<file path="src/rtl/tlb_op_pkg.sv">
// Shared definitions for the TLB maintenance-op sequencer: op codes, INVTLB sub-ops,
// FSM state encoding and default widths.
package tlb_op_pkg;

  localparam int unsigned TLB_IDXBITS_DEF = 4;
  localparam int unsigned GRLEN_DEF       = 32;

  localparam logic [2:0] TLBOP_SRCH = 3'd0;
  localparam logic [2:0] TLBOP_RD   = 3'd1;
  localparam logic [2:0] TLBOP_WR   = 3'd2;
  localparam logic [2:0] TLBOP_FILL = 3'd3;
  localparam logic [2:0] TLBOP_INV  = 3'd4;

  localparam logic [4:0] INV_ALL        = 5'd0;
  localparam logic [4:0] INV_ALL1       = 5'd1;
  localparam logic [4:0] INV_G          = 5'd2;
  localparam logic [4:0] INV_NG         = 5'd3;
  localparam logic [4:0] INV_NG_ASID    = 5'd4;
  localparam logic [4:0] INV_NG_ASID_VA = 5'd5;
  localparam logic [4:0] INV_G_ASID_VA  = 5'd6;

  typedef enum logic [2:0] {
    ST_IDLE,
    ST_DRAIN,
    ST_ISSUE,
    ST_WAIT,
    ST_DONE,
    ST_WALK
  } state_t;

endpackage

</file>
<file path="src/rtl/tlb_op_sequencer_dport_mux.sv">
// Data-search port arbiter: forwards LSU lookups unless blocked, gives TLBSRCH the port
// during its issue cycle, and tracks whether a forwarded LSU lookup is still outstanding.
module tlb_dport_mux
  import tlb_op_pkg::*;
#(
  parameter int unsigned GRLEN = GRLEN_DEF
) (
  input  logic             clk,
  input  logic             reset,
  input  logic             i_lsu_req,
  input  logic             i_lsu_wr,
  input  logic [GRLEN-1:0] i_lsu_vaddr,
  input  logic             i_lsu_block,
  input  logic             i_srch_req,
  input  logic [GRLEN-1:0] i_srch_vaddr,
  input  logic             i_dp_finish,
  output logic             o_lsu_gnt,
  output logic             o_dp_req,
  output logic             o_dp_wr,
  output logic [GRLEN-1:0] o_dp_vaddr,
  output logic             o_lsu_pend
);

  logic w_gnt;
  logic r_lsu_pend;

  assign w_gnt      = i_lsu_req & ~i_lsu_block & ~i_srch_req;
  assign o_lsu_gnt  = w_gnt;
  assign o_dp_req   = w_gnt | i_srch_req;
  assign o_dp_wr    = i_srch_req ? 1'b0 : i_lsu_wr;
  assign o_dp_vaddr = i_srch_req ? i_srch_vaddr : i_lsu_vaddr;
  assign o_lsu_pend = r_lsu_pend;

  // A new grant in the same cycle as a completion leaves a lookup outstanding.
  always_ff @(posedge clk) begin
    if (reset)            r_lsu_pend <= 1'b0;
    else if (w_gnt)       r_lsu_pend <= 1'b1;
    else if (i_dp_finish) r_lsu_pend <= 1'b0;
  end

endmodule

</file>
<file path="src/rtl/tlb_op_sequencer.sv">
// Sequences TLB maintenance ops from EX onto the TLB and shares the data-search port with
// the LSU. Define TLB_INV_WALK_EN to run INVTLB as a per-entry walk instead of one request.
module tlb_op_sequencer
  import tlb_op_pkg::*;
#(
  parameter int unsigned IDXBITS = TLB_IDXBITS_DEF,
  parameter int unsigned GRLEN   = GRLEN_DEF
) (
  input  logic               clk,
  input  logic               reset,
  input  logic               ex_req,
  input  logic [2:0]         ex_op,
  input  logic [4:0]         ex_inv_op,
  input  logic [9:0]         ex_inv_asid,
  input  logic [GRLEN-1:0]   ex_inv_va,
  input  logic               ex_flush,
  output logic               ex_recv,
  output logic               ex_done,
  input  logic               lsu_req,
  input  logic               lsu_wr,
  input  logic [GRLEN-1:0]   lsu_vaddr,
  output logic               lsu_gnt,
  output logic               dp_req,
  output logic               dp_wr,
  output logic [GRLEN-1:0]   dp_vaddr,
  input  logic               dp_finish,
  output logic               t_req,
  output logic [2:0]         t_op,
  output logic [IDXBITS-1:0] t_idx,
  output logic [4:0]         t_inv_op,
  output logic [9:0]         t_inv_asid,
  output logic [GRLEN-1:0]   t_inv_va,
  input  logic               t_finish
);

  state_t             r_state, w_state_nxt;
  logic [2:0]         r_op;
  logic [4:0]         r_inv_op;
  logic [9:0]         r_inv_asid;
  logic [GRLEN-1:0]   r_inv_va;
  logic [IDXBITS-1:0] r_rnd, r_rnd_lat;
  logic               r_tfin, r_dpfin;
  logic               w_tfin_nxt, w_dpfin_nxt;
  logic               w_got_t, w_got_dp;
  logic               w_accept, w_treq, w_done;
  logic [IDXBITS-1:0] w_idx;
  logic               w_lsu_pend, w_lsu_block, w_srch_req;
`ifdef TLB_INV_WALK_EN
  logic [IDXBITS-1:0] r_walk_idx, w_walk_idx_nxt;
  logic               r_walk_busy, w_walk_busy_nxt;
`endif

  tlb_dport_mux #(.GRLEN(GRLEN)) u_dport_mux (
    .clk          (clk),
    .reset        (reset),
    .i_lsu_req    (lsu_req),
    .i_lsu_wr     (lsu_wr),
    .i_lsu_vaddr  (lsu_vaddr),
    .i_lsu_block  (w_lsu_block),
    .i_srch_req   (w_srch_req),
    .i_srch_vaddr (r_inv_va),
    .i_dp_finish  (dp_finish),
    .o_lsu_gnt    (lsu_gnt),
    .o_dp_req     (dp_req),
    .o_dp_wr      (dp_wr),
    .o_dp_vaddr   (dp_vaddr),
    .o_lsu_pend   (w_lsu_pend)
  );

  assign w_lsu_block = (r_state != ST_IDLE) | w_accept | reset;
  assign w_srch_req  = (r_state == ST_ISSUE) & (r_op == TLBOP_SRCH) & ~reset;

  assign ex_recv    = w_accept & ~reset;
  assign ex_done    = w_done & ~reset;
  assign t_req      = w_treq & ~reset;
  assign t_op       = r_op;
  assign t_idx      = w_idx;
  assign t_inv_op   = r_inv_op;
  assign t_inv_asid = r_inv_asid;
  assign t_inv_va   = r_inv_va;

  always_comb begin
    w_state_nxt = r_state;
    w_accept    = 1'b0;
    w_treq      = 1'b0;
    w_done      = 1'b0;
    w_tfin_nxt  = r_tfin;
    w_dpfin_nxt = r_dpfin;
    w_got_t     = r_tfin | t_finish;
    w_got_dp    = (r_op != TLBOP_SRCH) | r_dpfin | dp_finish;
    w_idx       = (r_op == TLBOP_FILL) ? r_rnd_lat : '0;
`ifdef TLB_INV_WALK_EN
    w_walk_idx_nxt  = r_walk_idx;
    w_walk_busy_nxt = r_walk_busy;
`endif
    case (r_state)
      ST_IDLE: begin
        w_accept = ex_req & ~ex_flush;
        if (w_accept) begin
          w_state_nxt = ST_DRAIN;
          w_tfin_nxt  = 1'b0;
          w_dpfin_nxt = 1'b0;
        end
      end
      ST_DRAIN: begin
        if (ex_flush) w_state_nxt = ST_IDLE;
        else if (!w_lsu_pend) begin
          w_state_nxt = ST_ISSUE;
`ifdef TLB_INV_WALK_EN
          if (r_op == TLBOP_INV) begin
            w_state_nxt     = ST_WALK;
            w_walk_idx_nxt  = '0;
            w_walk_busy_nxt = 1'b0;
          end
`endif
        end
      end
      // TLBSRCH completes only once both the TLB and the data-search port have finished.
      ST_ISSUE, ST_WAIT: begin
        w_treq = (r_state == ST_ISSUE);
        if (w_got_t && w_got_dp) w_state_nxt = ST_DONE;
        else begin
          w_state_nxt = ST_WAIT;
          w_tfin_nxt  = w_got_t;
          w_dpfin_nxt = w_got_dp;
        end
      end
      ST_DONE: begin
        w_done      = 1'b1;
        w_state_nxt = ST_IDLE;
      end
`ifdef TLB_INV_WALK_EN
      ST_WALK: begin
        w_idx  = r_walk_idx;
        w_treq = ~r_walk_busy;
        if (t_finish) begin
          w_walk_busy_nxt = 1'b0;
          if (r_walk_idx == '1) begin
            w_walk_idx_nxt = '0;
            w_state_nxt    = ST_DONE;
          end else begin
            w_walk_idx_nxt = r_walk_idx + 1'b1;
          end
        end else begin
          w_walk_busy_nxt = 1'b1;
        end
      end
`endif
      default: w_state_nxt = ST_IDLE;
    endcase
  end

  always_ff @(posedge clk) begin
    if (reset) r_rnd <= '0;
    else       r_rnd <= r_rnd + 1'b1;
  end

  always_ff @(posedge clk) begin
    if (reset) begin
      r_state    <= ST_IDLE;
      r_op       <= '0;
      r_inv_op   <= '0;
      r_inv_asid <= '0;
      r_inv_va   <= '0;
      r_rnd_lat  <= '0;
      r_tfin     <= 1'b0;
      r_dpfin    <= 1'b0;
    end else begin
      r_state <= w_state_nxt;
      r_tfin  <= w_tfin_nxt;
      r_dpfin <= w_dpfin_nxt;
      if (w_accept) begin
        r_op       <= ex_op;
        r_inv_op   <= ex_inv_op;
        r_inv_asid <= ex_inv_asid;
        r_inv_va   <= ex_inv_va;
        r_rnd_lat  <= r_rnd;
      end
    end
  end

`ifdef TLB_INV_WALK_EN
  always_ff @(posedge clk) begin
    if (reset) begin
      r_walk_idx  <= '0;
      r_walk_busy <= 1'b0;
    end else begin
      r_walk_idx  <= w_walk_idx_nxt;
      r_walk_busy <= w_walk_busy_nxt;
    end
  end
`endif

endmodule
</file>
<file path="config.mk">
export PLATFORM = sky130hd
export DESIGN_NAME = tlb_op_sequencer
export DESIGN_NICKNAME = d
export VERILOG_FILES = /design/src/rtl/tlb_op_pkg.sv /design/src/rtl/tlb_op_sequencer_dport_mux.sv /design/src/rtl/tlb_op_sequencer.sv
export SDC_FILE = /design/constraint.sdc
export NUM_CORES = 1
export LEC_CHECK = 0
export ABC_AREA = 1
export CAP_MARGIN = 20
export CORE_ASPECT_RATIO = 1.25
export CORE_MARGIN = 4
export CORE_UTILIZATION = 39
export CTS_CLUSTER_SIZE = 12
export DETAILED_ROUTE_END_ITERATION = 10
export PLACE_DENSITY = 0.84
export SYNTH_ARGS = -nofsm -noshare
export SYNTH_HDL_FRONTEND = slang
export SYNTH_SLANG_ARGS = --single-unit
</file>
<file path="constraint.sdc">
create_clock -name clk -period 4.15 [get_ports clk]
set_input_delay 0.83 -clock clk [delete_from_list [all_inputs] [get_ports clk]]
set_output_delay 0.83 -clock clk [all_outputs]
set_load 0.02 [all_outputs]
</file>
==> flow_metrics.tcl, run 1 <==
set metrics [dict create \
    clock-root-buffer "clkbuf_8" \
    critPathKind "in2out" \
    stdcell_count 679 \
    cts_max_level 3 \
    overflow 0 \
    reg2reg_depth 6 \
    r2r-end "t_inv_va[16]" \
    fillCellCount 580 \
    path_cells "buf_2 -> nor3_4 -> nand3_2 -> inv_2 -> nand2_1 -> nand2_1 -> clkdlybuf4s50_1" \
    io_pins 182 \
    routed_wirelength_um 9100 \
    wl_per_cell_um 13.4 \
    worstSetupStartpointType "input pin" \
    ys_top_cells_by_area "dfxtp_1 (46%), nand2_1 (28%), a21oi_1 (9.5%)" \
    viasPerCell 4.70 \
    rows 34 \
    cp.required_ps 3320 \
    synth_warnings 0 \
    crit_arrival_ps 2480 \
    multi_input_area_mm2 0.00130 \
    grt_pass1_wl_um 13900 \
    drtIter0Drc 110 \
    cts_setup_buffers 0 \
    num_vias 3194 \
    fmax_mhz 302 \
    grt_usage_pct 20.1 \
    cts_buffers 9 \
    fin_worst_skew_ps 9.23 \
    synth_cells 414 \
    synth_top_area_share_pct 45.8 \
    ys_seq_area_share_pct 45.8 \
    cts.sinks 64 \
    cp.buffers_inverters 3 \
    min_from "r_tfin" \
    gp_congestion 0.854 \
    drive_above_1_share_pct 4.41 \
    grt_pass1_vias 2939 \
    synth-seq-cells 64 \
    clkTransAtPathRegs_ps 60 \
    worstPathMaxFanout 33 \
    drt_pass1_iterations 4 \
    crit_path_end_kind "output port" \
    synth.avg_cell_area_um2 6.75 \
    route.met3.wl_um 767 \
    top_layer_used "met4" \
    hold_violations 0 \
    wl_met2_um 4720 \
    placed_area_mm2 0.00459 \
    cellPowerDensity_mw_per_mm2 308 \
    crit_top_cell "nand2_1" \
    reg2reg_slack_ps 2080 \
    dieArea_mm2 0.00859 \
    drc 0 \
    postCtsHoldBufs 0 \
    post-route-period-util_pct 79.8 \
    hpwl_um 6830 \
    die_h_um 103 \
    fin_area_mm2 0.00478 \
    cts_tree "done" \
    hold_depth 2 \
    ff_latch_area_mm2 0.00128 \
    slowest_delay_ps 590 \
    ys_types 22 \
    crit_family "buffers and inverters" \
    syn_area_mm2 0.00280 \
    yosys.area.top_type "dfxtp_1" \
    power.total_w 0.00147 \
    syn_nets 505 \
    min_path_type "reg2reg" \
    fp.dieW_um 83.7 \
    finalSetupTns_ps 0 \
    status "finished clean" \
    start_util_pct 40.1 \
    rsz0062_at_grt "no" \
    antenna_found_initial 0 \
    setup_violations 0 \
    cpMaxStageDelayCell "clkdlybuf4s50_1" \
    antenna_cells 0 \
    grt_max_degree 68 \
    worst_pin_slew_ps 782 \
    period_needed_ps 3310 \
    fin_nets 675 \
    ant_nets 0 \
    cts_resized 0 \
    max-vdd-ir-drop_mv 0.242 \
    maxSlewViolCount 0 \
    synthToLayoutAreaGrowth_pct 70.9 \
    io_buffers 181 \
    clk_latency_ps 330 \
    maxCapViolations 0 \
    reg2reg_from "r_state[0]" \
    relSlewSlack_pct 47.8 \
    min_to "r_tfin" \
    clock_tree.buffer_depth 2 \
    coreArea_mm2 0.00698 \
    p_leak_nw 1.94 \
    dp.cells 663 \
    wl_met1_um 3460 \
]
[how the worst max path moves through the flow]
stage	start	slack, ps	cells after the start	to
finish	reset	840	7	dp_vaddr[13]
global route	reset	700	7	dp_vaddr[13]
CTS	reset	810	7	dp_vaddr[13]
detailed placement	reset	810	7	dp_vaddr[13]
global placement	reset	830	7	dp_vaddr[13]
floorplan	reset	1390	7	dp_vaddr[10]
[cells in the final DEF, fill, tap and decap left out]
cell / netlist / final
nand3_2: 2 / 2
dfxtp_1: 64 / 64
xnor2_1: 1 / 1
clkdlybuf4s50_1: 0 / 180
nand4_1: 2 / 2
nand3_1: 5 / 5
a21oi_1: 53 / 53
inv_1: 15 / 15
o21ai_0: 1 / 1
buf_2: 12 / 1
nand2_1: 208 / 208
inv_2: 3 / 3
buf_4: 0 / 3
clkbuf_8: 0 / 12
nor2_1: 24 / 24
nor3_4: 1 / 1
clkinvlp_4: 0 / 1
clkinv_2: 0 / 1
ha_1: 1 / 1
or2_2: 1 / 1
nor4_1: 1 / 1
a211oi_1: 5 / 5
nor2_2: 1 / 1
o31ai_1: 1 / 1
clkbuf_1: 6 / 2
[sequential cells by signal (all words and copies together), names as in the netlist]
| register | cells |
|---|---|
| t_inv_op | 5 |
| r_dpfin | 1 |
| r_rnd | 4 |
| r_state | 3 |
| t_op | 3 |
| r_rnd_lat | 4 |
| u_dport_mux.o_lsu_pend | 1 |
| t_inv_va | 32 |
| r_tfin | 1 |
| t_inv_asid | 10 |
[per-layer routing]
| layer | global-route usage [%] | vias to the layer above |
|---|---|---|
| met1 | 21.6 | 1426 |
| met3 | 5.60 | 13 |
| met5 | 0 | - |
| met2 | 37.8 | 127 |
| li1 | - | 1628 |
| met4 | 7.55 | 0 |
[metrics by stage]
| stage | setup WS (ps) | util [%] | hold WS [ps] |
|---|---|---|---|
| 2_1_floorplan | 1390 | - | 430 |
| 3_3_place_gp | 831 | 65.8 | 444 |
| 3_5_place_dp | 810 | 65.8 | 454 |
| 4_1_cts | 809 | 68.5 | 464 |
| 5_1_grt | 696 | 68.5 | 486 |
| 6_report | 840 | 68.5 | 462 |
[cell families after synthesis]
logic type / count (synthesis) / share of synthesized area [%]
and+or+nand+nor: 245 / 34.5
DFF: 64 / 45.8
AOI/OAI and AO/OA: 60 / 11.3
buffers and inverters: 43 / 7.65
xor gates and xnor gates: 1 / 0.313
adders and majority gates: 1 / 0.448
[tightest hold or removal path: cells and delay by family, from the launching register on]
kind	cells	cell delay (ps)
flops	1	310
simple gates	1	60
compound gates	1	50
[synthesized netlist by cell type (all sizes together)]
| library cell | instances |
|---|---|
| a21oi | 53 |
| xnor2 | 1 |
| o31ai | 1 |
| ha | 1 |
| o21ai | 1 |
| nor4 | 1 |
| inv | 18 |
| nand3 | 7 |
| dfxtp | 64 |
| buf | 19 |
| nor2 | 25 |
| or2 | 1 |
| nand4 | 2 |
| clkbuf | 6 |
| nor3 | 1 |
| nand2 | 208 |
| a211oi | 5 |
[area by class of cell]
cell class	instances	area share, %
Multi-Input combinational cell	307	27.2
Sequential cell	64	26.8
Clock inverter	2	0.262
Clock buffer	14	3.62
Timing Repair Buffer	184	38.3
Tap cell	90	2.36
Inverter	18	1.41
[report_power, final]
| group | total, W | switching, W | internal [W] |
|---|---|---|---|
| sequential | 0.000666 | 0.0000210 | 0.000645 |
| clock | 0.000484 | 0.000218 | 0.000265 |
| combinational | 0.000323 | 0.000150 | 0.000173 |
| total | 0.00147 | 0.000389 | 0.00108 |
No activity file was read; power rests on OpenSTA's default activity.
==> run 2: changes to the inputs <==
--- a/config.mk
+++ b/config.mk
@@ -9,10 +9,10 @@
 export CAP_MARGIN = 20
 export CORE_ASPECT_RATIO = 1.25
 export CORE_MARGIN = 4
-export CORE_UTILIZATION = 39
+export CORE_UTILIZATION = 36
 export CTS_CLUSTER_SIZE = 12
 export DETAILED_ROUTE_END_ITERATION = 10
-export PLACE_DENSITY = 0.84
+export PLACE_DENSITY = 0.78
 export SYNTH_ARGS = -nofsm -noshare
 export SYNTH_HDL_FRONTEND = slang
 export SYNTH_SLANG_ARGS = --single-unit
==> constraint.sdc (replaced) <==
create_clock -name clk -period 3.1 [get_ports clk]
set_input_delay 0.62 -clock clk [delete_from_list [all_inputs] [get_ports clk]]
set_output_delay 0.62 -clock clk [all_outputs]
set_load 0.02 [all_outputs]
==> run 2 against run 1 <==
  * Cell count is 0.74% higher
  * Clock skew is 0.99 ps lower
  * Via count up 1.1%
  * Worst hold slack improved by 2.3 ps
  * Critical endpoint is now dp_vaddr[8]
  * Clock power rose by 31%
  * Sequential power grew 34%
  * Sequential share of layout area fell by 0.26 points
==> flow_metrics.tcl, run 2 (synthesis results as in run 1) <==
set metrics [dict create \
    relSlewSlack_pct 58.8 \
    io_buffers 181 \
    reg2reg_depth 7 \
    critPathKind "reg2out" \
    hold_depth 2 \
    drive_above_1_share_pct 5.24 \
    cts_tree "done" \
    crit_path_end_kind "output port" \
    crit_arrival_ps 2230 \
    period_needed_ps 2850 \
    r2r-end "t_inv_va[20]" \
    layout_setup_ws_ps 249 \
    drt_pass1_iterations 4 \
    cp.required_ps 2480 \
    wl_per_cell_um 13.4 \
    postCtsHoldBufs 0 \
    min_from "t_inv_asid[2]" \
    cts.sinks 64 \
    fin_nets 678 \
    min_to "t_inv_asid[2]" \
    drtIter0Drc 114 \
    overflow 0 \
    drc 0 \
    min_path_type "reg2reg" \
    io_pins 182 \
    cts_setup_buffers 0 \
    worst_pin_slew_ps 619 \
    ant_nets 0 \
    holdWs_ps 464 \
    maxSlewViolCount 0 \
    p_leak_nw 1.95 \
    gp_congestion 0.796 \
    dieArea_mm2 0.00925 \
    worstSetupStartpointType "flip-flop" \
    antenna_found_initial 0 \
    coreArea_mm2 0.00749 \
    die_h_um 107 \
    grt_pass1_wl_um 14800 \
    routed_wirelength_um 9160 \
    place_ws_ps 333 \
    clock_tree.buffer_depth 2 \
    largest_reg_flops 32 \
    start_util_pct 37.3 \
    reg2reg_from "r_state[0]" \
    viasPerCell 4.72 \
    fmax_mhz 351 \
    fin_util_pct 64.4 \
    post-route-period-util_pct 92.0 \
    setup_violations 0 \
    hold_violations 0 \
    maxCapViolations 0 \
    finalSetupTns_ps 0 \
    final_common_cell "nand2_1" \
    cellPowerDensity_mw_per_mm2 407 \
    grt_pass1_vias 3081 \
    cts_max_level 3 \
    grt_usage_pct 20.1 \
    num_vias 3229 \
    status "finished clean" \
    fp.dieW_um 86.8 \
    grt_max_degree 62 \
    rows 35 \
    antenna_cells 0 \
    synthToLayoutAreaGrowth_pct 72.6 \
    worstPathMaxFanout 27 \
    layout_common_cells "nand2_1 (208), clkdlybuf4s50_1 (180), dfxtp_1 (64), a21oi_1 (53), nor2_1 (24)" \
    max-vdd-ir-drop_mv 0.306 \
    clock-root-buffer "clkbuf_8" \
    clkTransAtPathRegs_ps 80 \
    hpwl_um 7050 \
    fin_worst_skew_ps 8.24 \
    cts_buffers 9 \
    clk_latency_ps 330 \
    reg2reg_slack_ps 1140 \
    rsz0062_at_grt "no" \
    fillCellCount 658 \
    cts_resized 0 \
]
## run 2: cell types whose count changed in the layout (fill, tap and decap cells not counted)
| cell | before | now |
|---|---|---|
| buf_4 | 3 | 4 |
| clkinv_4 | 0 | 2 |
| buf_12 | 0 | 2 |
| clkbuf_8 | 12 | 10 |
| clkbuf_1 | 2 | 0 |
| clkinvlp_4 | 1 | 3 |
## run 2: metal layers
| metal | GRT usage [%] | wire [um] |
|---|---|---|
| met5 | 0 | 0 |
| met4 | 5.57 | 115 |
| met3 | 7.29 | 953 |
| met2 | 34.9 | 4510 |
| met1 | 22.7 | 3590 |
## run 2: area by class of cell
cell class / count / area [um^2] / share of cell area [%]
clock buffer: 10 / 138 / 2.85
clock inverter: 6 / 45.0 / 0.934
inverter: 18 / 67.6 / 1.40
multi-input combinational: 307 / 1300 / 27.0
sequential: 64 / 1280 / 26.6
tap: 92 / 115 / 2.39
timing repair buffer: 187 / 1880 / 38.9
## run 2: through the flow
stage	instances	power (W)	instance area (um^2)
after CTS	684	0.00199	4820
after global routing	684	0.00207	4820
after global placement	668	0.00134	4640
after detailed placement	668	0.00135	4640
after floorplan	414	0.00110	2800
final	684	0.00196	4820
## run 2: worst max-delay path by stage
| stage | from | to |
|---|---|---|
| after global placement | reset | dp_vaddr[8] |
| after floorplan | reset | dp_vaddr[10] |
| after global routing | r_state[1] | dp_vaddr[25] |
| final | r_state[1] | dp_vaddr[8] |
| after detailed placement | reset | dp_vaddr[8] |
| after CTS | r_state[1] | dp_vaddr[8] |
## run 2: critical path, cell delays in order (launching register included)
cell,delay [ps]
dfxtp_1,390
nand2_1,150
nor3_4,160
nand3_2,110
inv_2,160
buf_12,190
nand2_1,60
nand2_1,70
clkdlybuf4s50_1,600
## run 2: power breakdown
group | internal, W | leakage (nW) | switching (W)
sequential | 0.000863 | 0.523 | 0.0000284
clock | 0.000312 | 0.0845 | 0.000323
combinational | 0.000235 | 1.34 | 0.000200
total | 0.00141 | 1.95 | 0.000552
==> run 3: changes to the inputs <==
--- a/config.mk
+++ b/config.mk
@@ -12,7 +12,7 @@
 export CORE_UTILIZATION = 36
 export CTS_CLUSTER_SIZE = 12
 export DETAILED_ROUTE_END_ITERATION = 10
-export PLACE_DENSITY = 0.78
+export PLACE_DENSITY = 0.8
 export SYNTH_ARGS = -nofsm -noshare
 export SYNTH_HDL_FRONTEND = slang
 export SYNTH_SLANG_ARGS = --single-unit
==> run 3 against run 2 <==
  * Via count grew 0.31%
  * Non-clock buffer count did not move
  * Sequential share of layout area fell by 0.39 points
  * Core utilization rose by 0.95 points
  * Critical endpoint is now dp_vaddr[13]
==> flow_metrics.tcl, run 3 (synthesis results as in run 1) <==
set metrics [dict create \
    power_switching_w 0.000550 \
    worstSetupStartpointType "flip-flop" \
    io_buffers 181 \
    power.total_w 0.00223 \
    cts_resized 0 \
    maxSlewViolCount 0 \
    pwr-share-comb_pct 19.6 \
    worstPathMaxFanout 23 \
    crit_top_cell "nand2_1" \
    io_pins 182 \
    final_common_cell "nand2_1" \
    routed_wirelength_um 9280 \
    layout_common_cells "nand2_1 (208), clkdlybuf4s50_1 (180), dfxtp_1 (64), a21oi_1 (53), nor2_1 (24)" \
    num_vias 3239 \
    reg2reg_slack_ps 1120 \
    drtIter0Drc 93 \
    fin_worst_skew_ps 6.27 \
    min_path_type "reg2reg" \
    cts.sinks 64 \
    grt_max_degree 62 \
    cts_setup_buffers 0 \
    internal-power_w 0.00168 \
    clock_tree.buffer_depth 2 \
    r2r-end "t_inv_va[17]" \
    drive_above_1_share_pct 5.24 \
    hpwl_um 7070 \
    status "finished clean" \
    grt_usage_pct 20.1 \
    drt_pass1_iterations 7 \
    path_cells "nand2_1 -> nor3_4 -> nand3_2 -> inv_2 -> buf_12 -> nand2_1 -> nand2_1 -> clkdlybuf4s50_1" \
    pwr-share-seq_pct 40.1 \
    antenna_cells 0 \
    dieArea_mm2 0.00925 \
    overflow 0 \
    fin_nets 678 \
    crit_end "dp_vaddr[13]" \
    cp.buffers_inverters 3 \
    p_sw_share_pct 24.7 \
    postCtsHoldBufs 0 \
    rows 35 \
    cp.depth 8 \
    gp_congestion 0.812 \
    die_h_um 107 \
    max-vdd-ir-drop_mv 0.384 \
    start_util_pct 37.3 \
    critPathKind "reg2out" \
    grt_pass1_vias 3069 \
    clk_latency_ps 330 \
    cpMaxStageDelayCell "clkdlybuf4s50_1" \
    worst_pin_slew_ps 614 \
    critPathLaunch "r_state[1]" \
    coreArea_mm2 0.00749 \
    finalSetupTns_ps 0 \
    antenna_found_initial 0 \
    fmax_mhz 345 \
    cts_buffers 9 \
    p_clk_share_pct 40.3 \
    reg2reg_depth 7 \
    relSlewSlack_pct 59.0 \
    largest_reg_flops 32 \
    crit_arrival_ps 2270 \
    crit_family "buffers and inverters" \
    p_leak_nw 1.99 \
    cp.required_ps 2480 \
    cts_max_level 3 \
    cellPowerDensity_mw_per_mm2 455 \
    cts_tree "done" \
    drc 0 \
    hold_violations 0 \
    viasPerCell 4.74 \
    crit_path_end_kind "output port" \
    slowest_delay_ps 600 \
    reg2reg_from "r_state[0]" \
    maxCapViolations 0 \
    wl_per_cell_um 13.6 \
    setup_violations 0 \
    synthToLayoutAreaGrowth_pct 75.1 \
    rsz0062_at_grt "no" \
    ant_nets 0 \
    clkTransAtPathRegs_ps 70 \
    clock-root-buffer "clkbuf_8" \
    grt_pass1_wl_um 14800 \
    post-route-period-util_pct 93.4 \
    period_needed_ps 2890 \
    fp.dieW_um 86.8 \
]
[run 3: changes by cell type in the layout (fill, tap and decap cells not counted)]
cell / change
clkbuf_8: +1
bufinv_16: +3
clkinv_4: -2
clkinvlp_4: -2
[run 3: how the worst min path moves through the flow]
stage,slack (ps),end,cells past startpoint,startpoint
after CTS,470,t_inv_op[3],2,t_inv_op[3]
after detailed placement,450,r_rnd_lat[1],2,r_rnd_lat[1]
after global placement,440,r_rnd[0],1,r_rnd[0]
final,470,t_inv_op[3],2,t_inv_op[3]
after global routing,490,t_inv_op[3],2,t_inv_op[3]
after floorplan,430,r_rnd[0],1,r_rnd[0]
[run 3: area by class of cell]
type                            instances  area (um^2)
Inverter                               18         67.6
Timing Repair Buffer                  187         1880
Multi-Input combinational cell        307         1300
Clock buffer                           11          151
Tap cell                               92          115
Sequential cell                        64         1280
Clock inverter                          5          103
Fill cell                             646         2590
[run 3: power groups by stage]
stage	Combinational [W]	Sequential, W	Clock (W)
after floorplan	0.000152	0.000944	0
after global placement	0.000432	0.000908	0
after detailed placement	0.000439	0.000910	0
after CTS	0.000441	0.000891	0.000919
after global routing	0.000471	0.000896	0.000954
final	0.000436	0.000891	0.000897
[run 3: per-layer routing]
layer  global-route usage (%)  vias to the layer above  wire length (um)
li1                         -                     1638                 -
met1                     22.1                     1450              3540
met2                     35.0                      136              4670
met3                     7.13                       15               900
met4                     7.24                        0               170
met5                        0                        -                 0
[run 3: metrics by stage]
stage	hold WS (ps)	utilization (%)	setup slack, ps	area (um^2)	std cells
after floorplan	430	-	765	2800	414
after detailed placement	454	62.0	327	4640	668
after global routing	489	65.4	42.8	4890	684
after global placement	444	62.0	333	4640	668
after CTS	468	65.4	182	4890	684
final	466	65.4	205	4890	684
[run 3: tightest hold or removal path, stage by stage, from the launching register on]
cell and delay, ps:
dfxtp_1 310, nand2_1 60, a21oi_1 50
